### config.mk
export PLATFORM = sky130hd
export DESIGN_NAME = uart_8n1
export DESIGN_NICKNAME = d
export VERILOG_FILES = /design/src/rtl/uart_pkg.sv /design/src/rtl/uart_rx.sv /design/src/rtl/uart_8n1.sv
export SDC_FILE = /design/constraint.sdc
export NUM_CORES = 1
export LEC_CHECK = 0
export ABC_CLOCK_PERIOD_IN_PS = 5000
export CAP_MARGIN = 20
export CORE_MARGIN = 1
export CORE_UTILIZATION = 57
export DETAILED_ROUTE_END_ITERATION = 6
export PLACE_DENSITY = 0.79
export SLEW_MARGIN = 40
export SYNTH_ARGS = -nofsm -noshare
export SYNTH_HDL_FRONTEND = slang
export SYNTH_SLANG_ARGS = --single-unit
### constraint.sdc
create_clock -name clk32 -period 5 [get_ports clk32]
set_clock_uncertainty 0.15 [all_clocks]
set_input_delay 0.5 -clock clk32 [delete_from_list [all_inputs] [get_ports clk32]]
set_output_delay 0.5 -clock clk32 [all_outputs]
set_load 0.03 [all_outputs]
### src/rtl/uart_pkg.sv
// Shared constants and state encodings for the 8N1 UART transmitter and receiver.
package uart_pkg;

  localparam int CLKS_PER_BIT_DEFAULT = 32;
  localparam int BIT_IDX_W            = 3;
  localparam int DATA_W               = 8;

  localparam logic [BIT_IDX_W-1:0] LAST_BIT_IDX = BIT_IDX_W'(DATA_W - 1);

  typedef enum logic [1:0] {
    TX_IDLE,
    TX_START,
    TX_DATA,
    TX_STOP
  } tx_state_t;

  typedef enum logic [1:0] {
    RX_IDLE,
    RX_START,
    RX_DATA,
    RX_STOP
  } rx_state_t;

endpackage

### src/rtl/uart_rx.sv
// 8N1 receiver: two-flop synchroniser, mid-bit sampling FSM, stop-bit framing check.
module uart_rx
  import uart_pkg::*;
#(
  parameter int CLKS_PER_BIT = CLKS_PER_BIT_DEFAULT
) (
  input  logic              clk32,
  input  logic              reset_,
  input  logic              rx,
  output logic [DATA_W-1:0] rxdata,
  output logic              rx_enable
);

  localparam int                CNT_W     = $clog2(CLKS_PER_BIT);
  localparam logic [CNT_W-1:0]  CNT_LAST  = CNT_W'(CLKS_PER_BIT - 1);
  localparam logic [CNT_W-1:0]  HALF_LAST = CNT_W'(CLKS_PER_BIT / 2 - 1);

  logic                 r_rx_meta;
  logic                 r_rx_sync;
  rx_state_t            r_rx_state;
  logic [CNT_W-1:0]     r_rx_cnt;
  logic [BIT_IDX_W-1:0] r_rx_bit_idx;
  logic [DATA_W-1:0]    r_rx_shift;
  logic [DATA_W-1:0]    r_rxdata;
  logic                 r_rx_enable;

  rx_state_t            w_rx_state_next;
  logic [CNT_W-1:0]     w_rx_cnt_next;
  logic [BIT_IDX_W-1:0] w_rx_bit_idx_next;
  logic [DATA_W-1:0]    w_rx_shift_next;
  logic [DATA_W-1:0]    w_rxdata_next;
  logic                 w_rx_enable_next;
  logic                 w_bit_end;

  assign w_bit_end = (r_rx_cnt == CNT_LAST);

  // Synchroniser flops reset to the idle-high line level so reset never looks like a start bit.
  always_ff @(posedge clk32) begin
    if (!reset_) begin
      r_rx_meta    <= 1'b1;
      r_rx_sync    <= 1'b1;
      r_rx_state   <= RX_IDLE;
      r_rx_cnt     <= '0;
      r_rx_bit_idx <= '0;
      r_rx_shift   <= '0;
      r_rxdata     <= '0;
      r_rx_enable  <= 1'b0;
    end else begin
      r_rx_meta    <= rx;
      r_rx_sync    <= r_rx_meta;
      r_rx_state   <= w_rx_state_next;
      r_rx_cnt     <= w_rx_cnt_next;
      r_rx_bit_idx <= w_rx_bit_idx_next;
      r_rx_shift   <= w_rx_shift_next;
      r_rxdata     <= w_rxdata_next;
      r_rx_enable  <= w_rx_enable_next;
    end
  end

  always_comb begin
    w_rx_state_next   = r_rx_state;
    w_rx_cnt_next     = r_rx_cnt;
    w_rx_bit_idx_next = r_rx_bit_idx;
    w_rx_shift_next   = r_rx_shift;
    w_rxdata_next     = r_rxdata;
    w_rx_enable_next  = 1'b0;

    case (r_rx_state)
      RX_IDLE: begin
        w_rx_cnt_next = '0;
        if (!r_rx_sync) begin
          w_rx_state_next = RX_START;
        end
      end
      RX_START: begin
        if (r_rx_cnt == HALF_LAST) begin
          w_rx_cnt_next     = '0;
          w_rx_bit_idx_next = '0;
          w_rx_state_next   = r_rx_sync ? RX_IDLE : RX_DATA;
        end else begin
          w_rx_cnt_next = r_rx_cnt + 1'b1;
        end
      end
      RX_DATA: begin
        if (w_bit_end) begin
          w_rx_cnt_next   = '0;
          w_rx_shift_next = {r_rx_sync, r_rx_shift[DATA_W-1:1]};
          if (r_rx_bit_idx == LAST_BIT_IDX) begin
            w_rx_state_next = RX_STOP;
          end else begin
            w_rx_bit_idx_next = r_rx_bit_idx + 1'b1;
          end
        end else begin
          w_rx_cnt_next = r_rx_cnt + 1'b1;
        end
      end
      RX_STOP: begin
        if (w_bit_end) begin
          // Leaving at mid-stop lets the next start edge be caught without delay.
          w_rx_cnt_next   = '0;
          w_rx_state_next = RX_IDLE;
          if (r_rx_sync) begin
            w_rxdata_next    = r_rx_shift;
            w_rx_enable_next = 1'b1;
          end
        end else begin
          w_rx_cnt_next = r_rx_cnt + 1'b1;
        end
      end
      default: begin
        w_rx_state_next = RX_IDLE;
        w_rx_cnt_next   = '0;
      end
    endcase
  end

  assign rxdata    = r_rxdata;
  assign rx_enable = r_rx_enable;

endmodule

### src/rtl/uart_8n1.sv
// Full-duplex 8N1 UART: transmitter with one-entry holding register, plus the uart_rx receiver.
module uart_8n1
  import uart_pkg::*;
#(
  parameter int CLKS_PER_BIT = CLKS_PER_BIT_DEFAULT
) (
  input  logic              clk32,
  input  logic              reset_,
  input  logic              tx_enable,
  input  logic [DATA_W-1:0] txdata,
  output logic              tx,
  input  logic              rx,
  output logic [DATA_W-1:0] rxdata,
  output logic              rx_enable
);

  localparam int               CNT_W    = $clog2(CLKS_PER_BIT);
  localparam logic [CNT_W-1:0] CNT_LAST = CNT_W'(CLKS_PER_BIT - 1);

  tx_state_t            r_tx_state;
  logic [CNT_W-1:0]     r_tx_cnt;
  logic [BIT_IDX_W-1:0] r_tx_bit_idx;
  logic [DATA_W-1:0]    r_tx_shift;
  logic                 r_tx;
  logic [DATA_W-1:0]    r_hold_data;
  logic                 r_hold_full;

  tx_state_t            w_tx_state_next;
  logic [CNT_W-1:0]     w_tx_cnt_next;
  logic [BIT_IDX_W-1:0] w_tx_bit_idx_next;
  logic [DATA_W-1:0]    w_tx_shift_next;
  logic                 w_tx_next;
  logic [DATA_W-1:0]    w_hold_data_next;
  logic                 w_hold_full_next;
  logic                 w_tx_load;
  logic                 w_bit_end;

  assign w_bit_end = (r_tx_cnt == CNT_LAST);

  always_ff @(posedge clk32) begin
    if (!reset_) begin
      r_tx_state   <= TX_IDLE;
      r_tx_cnt     <= '0;
      r_tx_bit_idx <= '0;
      r_tx_shift   <= '0;
      r_tx         <= 1'b1;
      r_hold_data  <= '0;
      r_hold_full  <= 1'b0;
    end else begin
      r_tx_state   <= w_tx_state_next;
      r_tx_cnt     <= w_tx_cnt_next;
      r_tx_bit_idx <= w_tx_bit_idx_next;
      r_tx_shift   <= w_tx_shift_next;
      r_tx         <= w_tx_next;
      r_hold_data  <= w_hold_data_next;
      r_hold_full  <= w_hold_full_next;
    end
  end

  // r_tx is registered from the next-state decode, so the pin changes exactly on bit boundaries.
  always_comb begin
    w_tx_state_next   = r_tx_state;
    w_tx_cnt_next     = r_tx_cnt;
    w_tx_bit_idx_next = r_tx_bit_idx;
    w_tx_shift_next   = r_tx_shift;
    w_tx_next         = r_tx;
    w_hold_data_next  = r_hold_data;
    w_hold_full_next  = r_hold_full;
    w_tx_load         = 1'b0;

    // Capture and load are exclusive: capture needs an empty holding register, load a full one.
    if (tx_enable && !r_hold_full) begin
      w_hold_full_next = 1'b1;
      w_hold_data_next = txdata;
    end

    case (r_tx_state)
      TX_IDLE: begin
        w_tx_next = 1'b1;
        w_tx_load = r_hold_full;
      end
      TX_START: begin
        if (w_bit_end) begin
          w_tx_cnt_next     = '0;
          w_tx_bit_idx_next = '0;
          w_tx_state_next   = TX_DATA;
          w_tx_next         = r_tx_shift[0];
        end else begin
          w_tx_cnt_next = r_tx_cnt + 1'b1;
        end
      end
      TX_DATA: begin
        if (w_bit_end) begin
          w_tx_cnt_next = '0;
          if (r_tx_bit_idx == LAST_BIT_IDX) begin
            w_tx_state_next = TX_STOP;
            w_tx_next       = 1'b1;
          end else begin
            w_tx_bit_idx_next = r_tx_bit_idx + 1'b1;
            w_tx_shift_next   = {1'b0, r_tx_shift[DATA_W-1:1]};
            w_tx_next         = r_tx_shift[1];
          end
        end else begin
          w_tx_cnt_next = r_tx_cnt + 1'b1;
        end
      end
      TX_STOP: begin
        if (w_bit_end) begin
          w_tx_cnt_next = '0;
          if (r_hold_full) begin
            w_tx_load = 1'b1;
          end else begin
            w_tx_state_next = TX_IDLE;
            w_tx_next       = 1'b1;
          end
        end else begin
          w_tx_cnt_next = r_tx_cnt + 1'b1;
        end
      end
      default: begin
        w_tx_state_next = TX_IDLE;
        w_tx_cnt_next   = '0;
        w_tx_next       = 1'b1;
      end
    endcase

    // Loading from the holding register starts the start bit in the same transition.
    if (w_tx_load) begin
      w_tx_state_next   = TX_START;
      w_tx_shift_next   = r_hold_data;
      w_hold_full_next  = 1'b0;
      w_tx_cnt_next     = '0;
      w_tx_bit_idx_next = '0;
      w_tx_next         = 1'b0;
    end
  end

  assign tx = r_tx;

  uart_rx #(
    .CLKS_PER_BIT(CLKS_PER_BIT)
  ) u_rx (
    .clk32    (clk32),
    .reset_   (reset_),
    .rx       (rx),
    .rxdata   (rxdata),
    .rx_enable(rx_enable)
  );

endmodule

-- Yosys cells after proc, flatten, opt, wreduce, memory -nomap -nowiden
Index checks and enable logic that the tools add are counted.
- flip-flop bits (word level): 57
- input bits: 12
- output and inout port bits: 10
- logic and storage cells: 114
- add/subtract/negate cells: 4
- equality and inequality tests: 29
- multiplexer cells: 41
- bitwise gates (word level): 1
- reductions and logical operators: 23
- operators with widths (cell ; count):
    $mux 8 ; 4
    $mux 2 ; 11
    $mux 3 ; 6
    $ne 2x2->1 const B ; 9
    $mux 5 ; 3
    $ne 3x3->1 const B ; 5
    $pmux 5 s3 ; 1
    $pmux 3 s2 ; 2
    $reduce_and 4->1 ; 3
    $reduce_and 6->1 ; 2
    $add 5x1->5 const B ; 2
    $eq 5x5->1 const B ; 2
    $mux 1 ; 10
    $reduce_and 3->1 ; 3
    $eq 2x2->1 const B ; 4
    $ne 2x1->1 const B ; 4
    $pmux 2 s4 ; 1
    $reduce_bool 2->1 ; 4
    $add 3x1->3 const B ; 2
    $eq 3x3->1 const B ; 2
    $pmux 2 s3 ; 1
    $eq 5x4->1 const B ; 1
    $reduce_and 5->1 ; 1
    $eq 2x1->1 const B ; 2
    11 further kinds ; 13

-- Longest topological paths before layout
Gate-level depths: netlist of the first run.
- word-level depth: 5
- mapped depth: 8
- depth with buffers taken out: 7

-- Modules after synthesis
Synthesis of the first run repeated with hierarchy kept, for this count alone.
- cell total of the unflattened synthesis: 280
- area, all modules: 2635.0 sq um
- by module, submodules not included (module ; times used ; cells an instance ; area each (sq um) ; sequential area each (sq um)):
    uart_8n1 ; 1 ; 144 ; 1367.6 ; 560.5
    uart_rx ; 1 ; 136 ; 1267.5 ; 580.6

-- Least setup slack after synthesis of the first run
No wires, ideal clock.
- kind: register to register
- from: reg r_tx_cnt[0]
- to: reg r_tx_shift[7]
- library setup time: 0.067 ns
- arrival: 1.642 ns
- required time: 4.783 ns
- path slack: 3.141 ns
- cell stages (with the launch flop): 8
- buffers on the path: 1
- period minus slack after synthesis: 1.859 ns
- cell sequence: dfxtp_1 ha_1 and3_1 ha_1 and3b_1 buf_6 a211o_1 a21oi_2
- cells in the longest elaborated chain, start to end: 5
- elaborated cells between the ends (all ways): 8
- classes of those cells: eq/ne (2); mux (3); reduce/logical (3)
- ends and longest elaborated chain (element ; RTL line ; text):
    from (decl) ; uart_8n1.sv:21 ; logic [CNT_W-1:0] r_tx_cnt;
    from (signal assigned) ; uart_8n1.sv:51 ; r_tx_cnt <= w_tx_cnt_next;
    $eq 5x5->1 * ; uart_8n1.sv:38 ; assign w_bit_end = (r_tx_cnt == CNT_LAST);
    $mux 1 ; uart_8n1.sv:108 ; if (w_bit_end) begin
    $pmux 1 s2 ; uart_8n1.sv:77 ; case (r_tx_state)
    $ne 2x2->1 (no line) / $reduce_bool 2->1 (equally long branches) ; n/a ;
    $reduce_and 3->1 (no line) ; n/a ;
    to (signal assigned) ; uart_8n1.sv:53 ; r_tx_shift <= w_tx_shift_next;
    to (decl) ; uart_8n1.sv:23 ; logic [DATA_W-1:0] r_tx_shift;
Every way passes the cells marked *; elsewhere a longest branch is shown, timed or not.
A chain may end at the register's enable or synchronous reset.

-- Final worst setup path of the first run
- from: reg r_tx_cnt[0]
- to: reg r_tx_shift[6]
Same word-level chain as after synthesis.

==> impl_table.tex, run 1 <==
\begin{tabular}{lr}
\hline
Metric & Value \\
\hline
\multicolumn{2}{l}{\textbf{Drt}} \\
\quad Met1 Wirelength & 2.257 mm \\
\quad Average via count per standard cell & 5.501 \\
\quad Number of nets with antenna violations after routing & 0 \\
\quad Overall routed net length & 4.479 mm \\
\quad Detailed-route wire length per cell & 13.13 µm \\
\quad First DRT Iteration DRCs & 143 \\
\quad Detailed route wirelength on metal2 & 2.012 mm \\
\quad Detailed Routing Iterations Pass 1 & 4 \\
\quad DRC Markers & 0 \\
\quad Top routing layer used & met4 \\
\quad WL met3 & 141 µm \\
\quad Number of vias after detailed routing & 1876 \\
\multicolumn{2}{l}{\textbf{STA}} \\
\quad Final critical-path required period & 2.414 ns \\
\quad Timing-limited maximum frequency & 414.2 MHz \\
\quad Share of the clock period used by the worst path after layout & 48.29\% \\
\quad Setup ws final & 2.586 ns \\
\quad Final-report hold violation count & 0 \\
\quad Worst Max-Slew Pin Slew & 0.5700 ns \\
\quad Number of pins with negative max-slew slack in the final report & 0 \\
\quad RSZ-0062 raised after global routing & false \\
\quad Final TNS setup & 0 ns \\
\quad Relative slew margins & 61.88\% \\
\quad Count of final setup violators & 0 \\
\multicolumn{2}{l}{\textbf{Power and ir drop}} \\
\quad Static power due to leakage & 1.139 nW \\
\quad Power per standard cell area & 338.4 mW/mm² \\
\quad Worst IR drop on VDD & 0.3327 mV \\
\multicolumn{2}{l}{\textbf{Setup path}} \\
\quad Signal arrival time at the worst endpoint & 2.47 ns \\
\quad Category of the worst setup path capture point & flip-flop \\
\quad Kind of start point of the critical path & flip-flop \\
\quad Crit path required time & 5.06 ns \\
\quad Slowest CP cell & and3b\_1 \\
\quad Register-to-Register Path Depth & 6 \\
\quad CP max FO & 15 \\
\quad Peak per-stage delay on the critical path & 0.56 ns \\
\quad Most prevalent standard cell on the critical path & ha\_1 \\
\quad Ordered cell list for the critical path & ha\_1, and3\_1, ha\_1, and3b\_1, mux2i\_1, a21oi\_1 \\
\quad Path type of the worst setup path & flip-flop to flip-flop \\
\multicolumn{2}{l}{\textbf{Finish}} \\
\quad Share of layout cells above drive strength 1 & 8.591\% \\
\quad Post-layout util & 70.59\% \\
\quad Area added between synthesis and finish & 15.51\% \\
\quad Final nets & 312 \\
\quad Layout fillers & 323 \\
\quad Number of antenna repair diodes & 0 \\
\multicolumn{2}{l}{\textbf{Synthesis}} \\
\quad Fraction of registers with async set or reset after synthesis & 0\% \\
\quad Seq/Total Area, Yosys & 45.06\% \\
\quad Synth Cell Area & 0.002532 mm² \\
\quad Most frequently used flop master after synthesis & dfxtp\_1 \\
\quad Syn nets & 295 \\
\quad Gate count after technology mapping & 269 \\
\quad Post-synth EDFFs & 0 \\
\quad Biggest area contributors in the synthesized netlist & dfxtp\_1, mux2i\_1, ha\_1 \\
\quad Mean Syn Cell Area & 9.414 µm² \\
\quad Number of storage elements in the synthesis netlist & 57 \\
\quad Cell type with the highest aggregate area in the netlist & dfxtp\_1 \\
\quad Count of synthesis-stage warnings from yosys & 0 \\
\quad Count of unique library cells instantiated by Yosys & 45 \\
\quad Area share of the largest cell type after synthesis & 45.06\% \\
\multicolumn{2}{l}{\textbf{Clock network}} \\
\quad CTS Buffer Depth & 2 \\
\quad Total CTS buffers & 9 \\
\quad Clock-pin slew of the registers on the worst-case setup and hold paths & 0.06 ns \\
\quad Number of clock sinks & 57 \\
\quad CTS H-tree depth & 3 \\
\quad Resized Gates After CTS & 0 \\
\quad Post-CTS setup buffers & 0 \\
\quad Count of hold-fix buffers inserted at cts & 0 \\
\quad CTS tree & built \\
\quad Clock latency reported for the late side of the worst-skew pair & 0.33 ns \\
\quad CTS root buffer & clkbuf\_8 \\
\multicolumn{2}{l}{\textbf{GRT}} \\
\quad Maximum number of pins on one net before global-route repair & 35 \\
\quad Remaining global-route overflow & 0 \\
\quad Wire length of the first global-routing pass & 7.652 mm \\
\quad Number of antenna violations at the first check in global routing & 0 \\
\quad Number of global-route vias before repair & 1736 \\
\quad Overall fraction of global-route tracks in use & 22.71\% \\
\multicolumn{2}{l}{\textbf{Min path}} \\
\quad Worst hold path stage count & 1 \\
\quad Hold Path Class & flip-flop to flip-flop \\
\multicolumn{2}{l}{\textbf{Placement}} \\
\quad Post-placement worst setup slack & 2.548 ns \\
\quad Number of input and output port buffers inserted & 21 \\
\quad Final weighted congestion of routability-driven global placement & 0.7799 \\
\quad Placed wire-length estimate after detailed placement & 2.968 mm \\
\multicolumn{2}{l}{\textbf{Floorplanning}} \\
\quad Initial Utilization & 61.11\% \\
\quad Std-Cell Rows & 23 \\
\quad Floorplan die height & 68.66 µm \\
\quad I/O Pins & 22 \\
\quad Core Footprint & 0.004144 mm² \\
\quad Width of the die & 68.66 µm \\
\quad Die ar. & 0.004714 mm² \\
\multicolumn{2}{l}{\textbf{Status}} \\
\quad Run status & complete, no violations \\
\multicolumn{2}{l}{\textbf{Job}} \\
\quad Total of max-cap violations & 0 \\
\hline
\end{tabular}
## cells in the mapped netlist, drive strengths merged, types with 3 or more instances
cell type,count
ha,14
a21oi,27
clkbuf,6
nand3b,3
nand4,3
buf,9
o311ai,3
o31ai,8
nor2,34
nand2b,3
nand2,24
mux2i,24
nor2b,3
dfxtp,57
nand4b,3
inv,7
nor3,4
o21ai,7
## metrics by stage
| step | area (µm²) | total power, mW | hold WS, ns | std cells |
|---|---|---|---|---|
| global placement | 2725 | 0.5760 | 0.2394 | 325 |
| CTS | 2925 | 1.000 | 0.2696 | 341 |
| floorplan | 2532 | 0.5534 | 0.2363 | 269 |
| detailed placement | 2729 | 0.5781 | 0.2533 | 325 |
| finish | 2925 | 0.9900 | 0.2732 | 341 |
| global route | 2925 | 1.030 | 0.3131 | 341 |
## worst paths after layout
kind	from	endpoint	slack, ns
worst max-delay path	r_tx_cnt[0]	r_tx_shift[6]	2.59
worst min-delay path	u_rx.r_rx_meta	u_rx.r_rx_sync	0.27
worst max register to register	r_tx_cnt[0]	r_tx_shift[6]	2.59
worst min register to register	u_rx.r_rx_meta	u_rx.r_rx_sync	0.27
## metal layers
layer  vias up  track usage (%)
met4         0            14.32
met5         -                0
met2        25            32.60
li1        988                -
met3         4            7.401
met1       859            29.09
## layout make-up
type                            instances  area (µm²)  area share [%]
Clock buffer                           11       141.4           4.833
Clock inverter                          5       55.05           1.882
Inverter                                8       31.28           1.069
Multi-Input combinational cell        189        1284           43.88
Sequential cell                        57        1141           39.01
Tap cell                               50       62.56           2.139
Timing Repair Buffer                   21       210.2           7.186
## placed cells by master (no fill, tap or decap), types with 7 or more instances in the layout
cell type        count
nand2_1             24
clkbuf_8            10
dfxtp_1             57
clkdlybuf4s50_1     21
inv_1                7
nor2_1              34
mux2i_1             24
a21oi_1             25
o31ai_1              8
ha_1                14
## where the power goes
part           internal (mW)  switching [mW]
Sequential             0.472          0.0130
Clock                  0.242           0.180
Combinational         0.0377          0.0462
## registers in the layout, summed over array words and instances (netlist names), named ones only
signal	count
u_rx.rx_enable	1
r_tx_bit_idx	3
r_hold_full	1
tx	1
r_hold_data	8
r_tx_shift	8
u_rx.r_rx_meta	1
u_rx.r_rx_state	1
u_rx.rxdata	8
r_tx_state	2
r_tx_cnt	5
u_rx.r_rx_sync	1
u_rx.r_rx_shift	8
u_rx.r_rx_bit_idx	3
u_rx.r_rx_cnt	5
## worst max-delay path: cells and delay by family (launching register included)
family / cells / cell delay (ns)
AND/OR/NAND/NOR: 2 / 0.73
adder cells (fa/ha/maj): 2 / 0.68
flip-flops: 1 / 0.39
multiplexers: 1 / 0.26
AO/OA/AOI/OAI: 1 / 0.08
## cell families after synthesis
logic type                 after synthesis  synth area share, %
DFF                                     57                45.06
AOI/OAI and AO/OA                       57                14.48
adders and majority gates               14                6.917
muxes                                   26                10.82
buffers and inverters                   23                4.348
xor gates and xnor gates                 2               0.6918
and+or+nand+nor                         90                17.69
Note: power is estimated with default switching activity, not from simulation.
==> run 2: changes to the inputs <==
--- a/config.mk
+++ b/config.mk
@@ -5,7 +5,7 @@
 export SDC_FILE = /design/constraint.sdc
 export NUM_CORES = 1
 export LEC_CHECK = 0
-export ABC_CLOCK_PERIOD_IN_PS = 5000
+export ABC_CLOCK_PERIOD_IN_PS = 2300
 export CAP_MARGIN = 20
 export CORE_MARGIN = 1
 export CORE_UTILIZATION = 57
==> constraint.sdc (replaced) <==
create_clock -name clk32 -period 2.3 [get_ports clk32]
set_clock_uncertainty 0.15 [all_clocks]
set_input_delay 0.23 -clock clk32 [delete_from_list [all_inputs] [get_ports clk32]]
set_output_delay 0.23 -clock clk32 [all_outputs]
set_load 0.03 [all_outputs]
==> run 2 against run 1 <==
  * First-iteration DRC count is 7.0% higher
  * Design area is 0.43% higher
  * Worst setup slack lost 2.4 ns
  * Power grew 100%
  * Routed wire length increased by 4.5%
  * Fmax grew 15%
  * Global-route usage is 0.41 points lower
  * Flip-flop and latch count unchanged
  * Critical path type unchanged
==> impl_table.tex, run 2 (synthesis gave the netlist of run 1 again) <==
\begin{tabular}{lr}
\hline
Metric & Value \\
\hline
\multicolumn{2}{l}{\textbf{Status}} \\
\quad Run status & complete, no violations \\
\multicolumn{2}{l}{\textbf{Clock network}} \\
\quad Clock latency reported for the late side of the worst-skew pair & 0.34 ns (about the same) \\
\quad Post-CTS setup buffers & 0 (unchanged) \\
\quad Clock-pin slew of the registers on the worst-case setup and hold paths & 0.07 ns (about the same) \\
\quad Resized Gates After CTS & 0 (unchanged) \\
\quad Total CTS buffers & 9 (unchanged) \\
\quad Number of clock sinks & 57 (unchanged) \\
\quad CTS tree & built \\
\quad CTS H-tree depth & 3 (unchanged) \\
\quad Count of hold-fix buffers inserted at cts & 0 (unchanged) \\
\quad CTS root buffer & clkbuf\_8 \\
\quad CTS Buffer Depth & 2 (unchanged) \\
\multicolumn{2}{l}{\textbf{Setup path}} \\
\quad Signal arrival time at the worst endpoint & 2.21 ns (-0.26 ns) \\
\quad CP max FO & 10 (-5) \\
\quad Peak per-stage delay on the critical path & 0.34 ns (-0.22 ns) \\
\quad Reg-to-reg slack, setup & 0.21 ns (-2.38 ns) \\
\quad Crit path required time & 2.41 ns (-2.65 ns) \\
\quad Path type of the worst setup path & flip-flop to flip-flop \\
\quad Category of the worst setup path capture point & flip-flop \\
\quad Ordered cell list for the critical path & ha\_1, and3\_1, ha\_1, and3b\_1, buf\_4, a211o\_1, a21oi\_2 \\
\quad Kind of start point of the critical path & flip-flop \\
\quad Most prevalent standard cell on the critical path & ha\_1 \\
\quad Source of the worst register-to-register timing path & r\_tx\_cnt[0] \\
\quad Slowest CP cell & dfxtp\_1 \\
\quad Worst setup path startpoint & r\_tx\_cnt[0] \\
\multicolumn{2}{l}{\textbf{Job}} \\
\quad Total of max-cap violations & 0 (unchanged) \\
\multicolumn{2}{l}{\textbf{Floorplanning}} \\
\quad Initial Utilization & 61.11\% (unchanged) \\
\quad Core Footprint & 0.004144 mm² (unchanged) \\
\quad I/O Pins & 22 (unchanged) \\
\quad Die ar. & 0.004714 mm² (unchanged) \\
\quad Floorplan die height & 68.66 µm (unchanged) \\
\quad Width of the die & 68.66 µm (unchanged) \\
\quad Std-Cell Rows & 23 (unchanged) \\
\multicolumn{2}{l}{\textbf{Finish}} \\
\quad Leading cell type in the layout, fill and taps excluded & dfxtp\_1 \\
\quad Area added between synthesis and finish & 16.01\% \\
\quad Final nets & 318 (+1.9\%) \\
\quad Number of antenna repair diodes & 0 (unchanged) \\
\quad Share of layout cells above drive strength 1 & 9.091\% (+0.50 points) \\
\quad Count of non-filler cells in the finished layout & 347 (+1.8\%) \\
\quad Post-layout util & 70.89\% (+0.30 points) \\
\quad Commonest cells after routing, fill and taps aside & dfxtp\_1, nor2\_1, a21oi\_1 \\
\multicolumn{2}{l}{\textbf{Drt}} \\
\quad First DRT Iteration DRCs & 153 (+7.0\%) \\
\quad DRC Markers & 0 (unchanged) \\
\quad Number of vias after detailed routing & 1950 (+3.9\%) \\
\quad Detailed Routing Iterations Pass 1 & 4 (unchanged) \\
\quad Detailed-route wire length per cell & 13.49 µm (+2.7\%) \\
\quad Overall routed net length & 4.681 mm (+4.5\%) \\
\quad Number of nets with antenna violations after routing & 0 (unchanged) \\
\quad Average via count per standard cell & 5.620 (+2.1\%) \\
\multicolumn{2}{l}{\textbf{STA}} \\
\quad Number of pins with negative max-slew slack in the final report & 0 (unchanged) \\
\quad Relative slew margins & 69.82\% (+7.9 points) \\
\quad Count of final setup violators & 0 (unchanged) \\
\quad Final-report hold violation count & 0 (unchanged) \\
\quad RSZ-0062 raised after global routing & false \\
\quad Share of the clock period used by the worst path after layout & 91.06\% (+43 points) \\
\quad Final critical-path required period & 2.094 ns (-0.3201 ns) \\
\quad Timing-limited maximum frequency & 477.5 MHz (+15\%) \\
\quad Worst Max-Slew Pin Slew & 0.4480 ns (-0.1220 ns) \\
\quad WHS & 0.2618 ns (-0.01133 ns) \\
\quad Final TNS setup & 0 ns (unchanged) \\
\multicolumn{2}{l}{\textbf{Min path}} \\
\quad Worst min-delay path startpoint & u\_rx.r\_rx\_meta \\
\quad Hold Path Class & flip-flop to flip-flop \\
\multicolumn{2}{l}{\textbf{GRT}} \\
\quad Number of global-route vias before repair & 1711 (-1.4\%) \\
\quad Wire length of the first global-routing pass & 7.534 mm (-1.5\%) \\
\quad Number of antenna violations at the first check in global routing & 0 (unchanged) \\
\quad Remaining global-route overflow & 0 (unchanged) \\
\quad Overall fraction of global-route tracks in use & 22.30\% (-0.41 points) \\
\quad Maximum number of pins on one net before global-route repair & 24 (-31\%) \\
\multicolumn{2}{l}{\textbf{Power and ir drop}} \\
\quad Post-route total power & 2.012 mW (+100\%) \\
\quad Static power due to leakage & 1.159 nW (+1.7\%) \\
\quad Worst IR drop on VDD & 0.5015 mV (+51\%) \\
\quad Power per standard cell area & 684.9 mW/mm² (+100\%) \\
\multicolumn{2}{l}{\textbf{Placement}} \\
\quad Placed Instances & 331 (+1.8\%) \\
\quad Placed wire-length estimate after detailed placement & 3.155 mm (+6.3\%) \\
\quad Final weighted congestion of routability-driven global placement & 0.7900 (+1.3\%) \\
\quad Number of input and output port buffers inserted & 21 (unchanged) \\
\hline
\end{tabular}
## run 2: worst paths after layout
path,endpoint,depth (start not counted)
setup / recovery,r_tx_shift[7],7
hold / removal,u_rx.r_rx_sync,1
setup reg to reg,r_tx_shift[7],7
hold reg to reg,u_rx.r_rx_sync,1
## run 2: routing by layer
metal | routed length, µm | part of all wire [%] | track usage (%)
met1 | 2326 | 50 | 29.14
met2 | 2111 | 45 | 32.72
met3 | 202 | 4.3 | 8.882
met4 | 41 | 0.88 | 8.594
met5 | 0 | 0 | 0
## run 2: through the flow
step / worst slack (ns) / cell area, µm²
CTS: 0.2169 / 2938
finish: 0.2057 / 2938
floorplan: 0.4407 / 2532
detailed placement: 0.2380 / 2783
global placement: 0.3105 / 2783
global route: 0.06036 / 2938
## run 2: power breakdown
part | internal, mW | switching, mW
logic | 0.0879 | 0.104
clock network | 0.384 | 0.382
registers | 1.03 | 0.0294
## run 2: final cells by class
| type | count | area (µm²) |
|---|---|---|
| Clock buffer | 12 | 135.1 |
| Timing Repair Buffer | 27 | 267.8 |
| Clock inverter | 4 | 20.02 |
| Fill cell | 321 | 1206 |
| Tap cell | 50 | 62.56 |
| Sequential cell | 57 | 1141 |
| Inverter | 8 | 30.03 |
| Multi-Input combinational cell | 189 | 1281 |
## run 2: critical path, delay by kind of cell (launching register included)
| kind | cells | cell delay [ns] |
|---|---|---|
| AOI/OAI and AO/OA | 2 | 0.45 |
| adders and majority gates | 2 | 0.51 |
| buffers and inverters | 1 | 0.18 |
| DFF | 1 | 0.34 |
| and+or+nand+nor | 2 | 0.39 |
==> run 3: changes to the inputs <==
--- a/config.mk
+++ b/config.mk
@@ -5,12 +5,13 @@
 export SDC_FILE = /design/constraint.sdc
 export NUM_CORES = 1
 export LEC_CHECK = 0
-export ABC_CLOCK_PERIOD_IN_PS = 2300
+export ABC_AREA = 1
+export ABC_CLOCK_PERIOD_IN_PS = 1750
 export CAP_MARGIN = 20
 export CORE_MARGIN = 1
-export CORE_UTILIZATION = 57
+export CORE_UTILIZATION = 51
 export DETAILED_ROUTE_END_ITERATION = 6
-export PLACE_DENSITY = 0.79
+export PLACE_DENSITY = 0.74
 export SLEW_MARGIN = 40
 export SYNTH_ARGS = -nofsm -noshare
 export SYNTH_HDL_FRONTEND = slang
==> constraint.sdc (replaced) <==
create_clock -name clk32 -period 1.75 [get_ports clk32]
set_clock_uncertainty 0.15 [all_clocks]
set_input_delay 0.175 -clock clk32 [delete_from_list [all_inputs] [get_ports clk32]]
set_output_delay 0.175 -clock clk32 [all_outputs]
set_load 0.05 [all_outputs]
==> run 3 against run 2 <==
  * Clock-buffer cell count down 3
  * First-iteration DRC count down 47%
  * Critical endpoint is now r_tx_shift[6]
  * Clock power up 75%
  * Die area up 15%
  * Via count up 10%
  * Power up 59%
  * Synthesized cell count up 20%
  * Worst setup slack worse by 0.18 ns
  * Fmax up 21%
  * Largest cell class unchanged
  * Design area up 11%
==> impl_table.tex, run 3 <==
\begin{tabular}{lr}
\hline
Metric & Value \\
\hline
\multicolumn{2}{l}{\textbf{Status}} \\
\quad Run status & complete, no violations \\
\multicolumn{2}{l}{\textbf{Power and ir drop}} \\
\quad Reg power frac & 44.6\% (-7.8 points) \\
\quad Switching part of the total & 26.01\% (+0.42 points) \\
\quad Cell internal power dissipation & 2.365 mW (+58\%) \\
\quad Relative contribution of combinational cells to total power & 13.4\% (+3.9 points) \\
\quad Power dissipated by switching net loads & 0.8316 mW (+61\%) \\
\quad Clk network pwr share & 41.9\% (+3.9 points) \\
\quad Static power due to leakage & 1.362 nW (+18\%) \\
\quad Worst IR drop on VDD & 0.7248 mV (+45\%) \\
\quad Power per standard cell area & 976.6 mW/mm² (+43\%) \\
\multicolumn{2}{l}{\textbf{Clock network}} \\
\quad CTS root buffer & clkbuf\_8 \\
\quad Total CTS buffers & 9 (unchanged) \\
\quad Clock-pin slew of the registers on the worst-case setup and hold paths & 0.07 ns (about the same) \\
\quad CTS tree & built \\
\quad Number of clock sinks & 57 (unchanged) \\
\quad Count of hold-fix buffers inserted at cts & 0 (unchanged) \\
\quad CTS H-tree depth & 3 (unchanged) \\
\quad CTS Buffer Depth & 2 (unchanged) \\
\quad Clock latency reported for the late side of the worst-skew pair & 0.33 ns (about the same) \\
\multicolumn{2}{l}{\textbf{GRT}} \\
\quad Maximum number of pins on one net before global-route repair & 34 (+42\%) \\
\quad Number of antenna violations at the first check in global routing & 0 (unchanged) \\
\quad Overall fraction of global-route tracks in use & 20.82\% (-1.5 points) \\
\quad Number of global-route vias before repair & 1970 (+15\%) \\
\quad Wire length of the first global-routing pass & 8.493 mm (+13\%) \\
\quad Remaining global-route overflow & 0 (unchanged) \\
\multicolumn{2}{l}{\textbf{Floorplanning}} \\
\quad I/O Pins & 22 (unchanged) \\
\quad Width of the die & 73.49 µm (+7.0\%) \\
\quad Core Footprint & 0.004817 mm² (+16\%) \\
\quad Die ar. & 0.005400 mm² (+15\%) \\
\quad Floorplan die height & 73.49 µm (+7.0\%) \\
\quad Std-Cell Rows & 25 (+8.7\%) \\
\quad Initial Utilization & 54.10\% (-7.0 points) \\
\multicolumn{2}{l}{\textbf{Setup path}} \\
\quad Reg-to-reg slack, setup & 0.02 ns (-0.18 ns) \\
\quad Most prevalent standard cell on the critical path & ha\_4 \\
\quad Register-to-Register Path Depth & 9 (+2) \\
\quad CP top delay family & flip-flops \\
\quad Path type of the worst setup path & flip-flop to flip-flop \\
\quad Crit path buf inv count & 2 (+1) \\
\quad Kind of start point of the critical path & flip-flop \\
\quad Source of the worst register-to-register timing path & r\_tx\_cnt[1] \\
\quad Category of the worst setup path capture point & flip-flop \\
\quad Crit path required time & 1.83 ns (-0.58 ns) \\
\quad Slowest CP cell & dfxtp\_2 \\
\quad CP max FO & 10 (unchanged) \\
\quad Reg-to-reg endpoint & r\_tx\_shift[6] \\
\quad Signal arrival time at the worst endpoint & 1.81 ns (-0.40 ns) \\
\quad Worst setup path startpoint & r\_tx\_cnt[1] \\
\quad Ordered cell list for the critical path & ha\_4, and3\_4, ha\_4, inv\_6, o21ai\_4, nand2\_4, buf\_12, o21ai\_0, nor2\_1 \\
\quad Peak per-stage delay on the critical path & 0.36 ns (+0.02 ns) \\
\multicolumn{2}{l}{\textbf{Drt}} \\
\quad Detailed Routing Iterations Pass 1 & 4 (unchanged) \\
\quad Number of nets with antenna violations after routing & 0 (unchanged) \\
\quad Number of vias after detailed routing & 2145 (+10\%) \\
\quad DRC Markers & 0 (unchanged) \\
\quad Average via count per standard cell & 4.954 (-12\%) \\
\quad Detailed-route wire length per cell & 11.92 µm (-12\%) \\
\quad First DRT Iteration DRCs & 81 (-47\%) \\
\quad Overall routed net length & 5.162 mm (+10\%) \\
\multicolumn{2}{l}{\textbf{Finish}} \\
\quad Leading cell type in the layout, fill and taps excluded & dfxtp\_1 \\
\quad Layout fillers & 423 (+32\%) \\
\quad Commonest cells after routing, fill and taps aside & dfxtp\_1, nand2\_1, nor2\_1 \\
\quad Share of layout cells above drive strength 1 & 23.77\% (+15 points) \\
\quad Area added between synthesis and finish & 25.59\% \\
\quad Number of antenna repair diodes & 0 (unchanged) \\
\quad Design area & 0.003273 mm² (+11\%) \\
\quad Final nets & 387 (+22\%) \\
\multicolumn{2}{l}{\textbf{Synthesis}} \\
\quad Gate count after technology mapping & 322 (+20\%) \\
\quad Seq/Total Area, Yosys & 43.78\% (-1.3 points) \\
\quad Post-synth EDFFs & 0 (unchanged) \\
\quad Count of unique library cells instantiated by Yosys & 36 (-20\%) \\
\quad Area share of the largest cell type after synthesis & 43.78\% (-1.3 points) \\
\quad Cell type with the highest aggregate area in the netlist & dfxtp\_1 \\
\quad Library cell with the highest instance count after synthesis & dfxtp\_1 \\
\quad Fraction of registers with async set or reset after synthesis & 0\% (unchanged) \\
\quad Count of synthesis-stage warnings from yosys & 0 (unchanged) \\
\quad Leading post-synthesis cells by instance count & dfxtp\_1, nand2\_1, nor2\_1, a21oi\_1, nand3\_1 \\
\quad Most frequently used flop master after synthesis & dfxtp\_1 \\
\quad Mean Syn Cell Area & 8.094 µm² (-14\%) \\
\quad Synth Cell Area & 0.002606 mm² (+2.9\%) \\
\quad Biggest area contributors in the synthesized netlist & dfxtp\_1, nand2\_1, ha\_1 \\
\quad Syn nets & 348 (+18\%) \\
\quad Number of storage elements in the synthesis netlist & 57 (unchanged) \\
\multicolumn{2}{l}{\textbf{Placement}} \\
\quad Final weighted congestion of routability-driven global placement & 0.8586 (+8.7\%) \\
\quad Placed wire-length estimate after detailed placement & 3.487 mm (+11\%) \\
\quad Total cell area at the placement stage & 0.002948 mm² (+5.9\%) \\
\quad Post-placement worst setup slack & -0.03028 ns (-0.2683 ns) \\
\quad Number of input and output port buffers inserted & 21 (unchanged) \\
\multicolumn{2}{l}{\textbf{STA}} \\
\quad Worst Max-Slew Pin Slew & 0.4745 ns (+0.02651 ns) \\
\quad Final-report hold violation count & 0 (unchanged) \\
\quad Number of pins with negative max-slew slack in the final report & 0 (unchanged) \\
\quad Count of final setup violators & 0 (unchanged) \\
\quad RSZ-0062 raised after global routing & true \\
\quad Share of the clock period used by the worst path after layout & 98.68\% (+7.6 points) \\
\quad Setup ws final & 0.02305 ns (-0.1826 ns) \\
\quad Relative slew margins & 68.32\% (-1.5 points) \\
\quad Timing-limited maximum frequency & 579.1 MHz (+21\%) \\
\quad Final critical-path required period & 1.727 ns (-0.3674 ns) \\
\multicolumn{2}{l}{\textbf{Job}} \\
\quad Total of max-cap violations & 0 (unchanged) \\
\multicolumn{2}{l}{\textbf{Min path}} \\
\quad Hold Path End & u\_rx.r\_rx\_meta \\
\quad Hold Path Class & primary input to flip-flop \\
\quad Worst hold path stage count & 2 (+1) \\
\quad Worst min-delay path startpoint & rx \\
\hline
\end{tabular}
run 3: cell count changes after synthesis, sizes merged, moves of 6 or more:
cell   delta
nor2     +16
mux2i    -24
a21oi     +6
inv      +22
o31ai     -8
o21ai    +19
nand2    +31
nand3    +25
run 3: timing repair:
action	in CTS	in global routing
endpoints found under the hold margin	0	0
setup buffers	2	1
pin swaps	1	4
gates resized for setup	1	15
endpoints found under the setup margin	7	25
run 3: stage by stage:
| step | std cells | power, mW | hold slack, ns | utilization, % | setup TNS, ns |
|---|---|---|---|---|---|
| after floorplan | 322 | 1.731 | 0.1316 | - | 0 |
| after global placement | 414 | 1.839 | 0.2444 | 61.19 | 0 |
| after detailed placement | 414 | 1.849 | 0.2535 | 61.19 | -0.05913 |
| after CTS | 432 | 3.219 | 0.2456 | 66.78 | 0 |
| after global routing | 433 | 3.352 | 0.2711 | 67.95 | -0.1442 |
| final | 433 | 3.197 | 0.2589 | 67.95 | 0 |
run 3: how the worst max path moves through the flow:
stage / to / slack (ns) / depth (start not counted)
finish: r_tx_shift[6] / 0.02 / 9
global route: r_tx_shift[5] / -0.04 / 8
CTS: r_tx_shift[6] / 0.006 / 9
detailed placement: r_tx_cnt[0] / -0.03 / 8
global placement: r_tx_cnt[0] / 0.04 / 8
floorplan: r_tx_shift[0] / 0.02 / 9
run 3: layer usage:
layer	wire, µm	GRT usage [%]	up-vias
met5	0	0	-
met2	2567	35.78	26
li1	-	-	1133
met3	173	6.584	6
met4	61	6.410	0
met1	2360	24.66	980
run 3: power by group through the flow:
stage | logic, mW | registers (mW) | clock network, mW
6_report | 0.430 | 1.43 | 1.34
5_1_grt | 0.486 | 1.44 | 1.43
4_1_cts | 0.422 | 1.42 | 1.37
3_5_place_dp | 0.396 | 1.45 | 0
3_3_place_gp | 0.388 | 1.45 | 0
2_1_floorplan | 0.294 | 1.44 | 0
run 3: area by class of cell:
class	instances	area (µm²)	area share [%]
Clock buffer	9	123.9	3.784
Multi-Input combinational cell	227	1361	41.59
Clock inverter	7	95.09	2.905
Timing Repair Buffer	37	346.6	10.59
Inverter	29	116.4	3.555
Tap cell	67	83.83	2.561
Sequential cell	57	1146	35.02
run 3: kinds of logic (layout without fill, tap and decap cells):
| family | count (synthesis) | after routing | share of synthesized area (%) |
|---|---|---|---|
| simple gates | 147 | 147 | 27.12 |
| compound gates | 62 | 62 | 13.97 |
| flops | 57 | 57 | 43.78 |
| buf+inv | 38 | 82 | 7.057 |
| fa+ha+maj | 14 | 14 | 6.721 |
| xor+xnor | 4 | 4 | 1.344 |
run 3: worst register-to-register path, delay by kind of cell (launching register included):
| family | cells | cell delay, ns |
|---|---|---|
| AND/OR/NAND/NOR | 3 | 0.35 |
| flip-flops | 1 | 0.36 |
| AO/OA/AOI/OAI | 2 | 0.29 |
| adder cells (fa/ha/maj) | 2 | 0.29 |
| buffers and inverters | 2 | 0.20 |
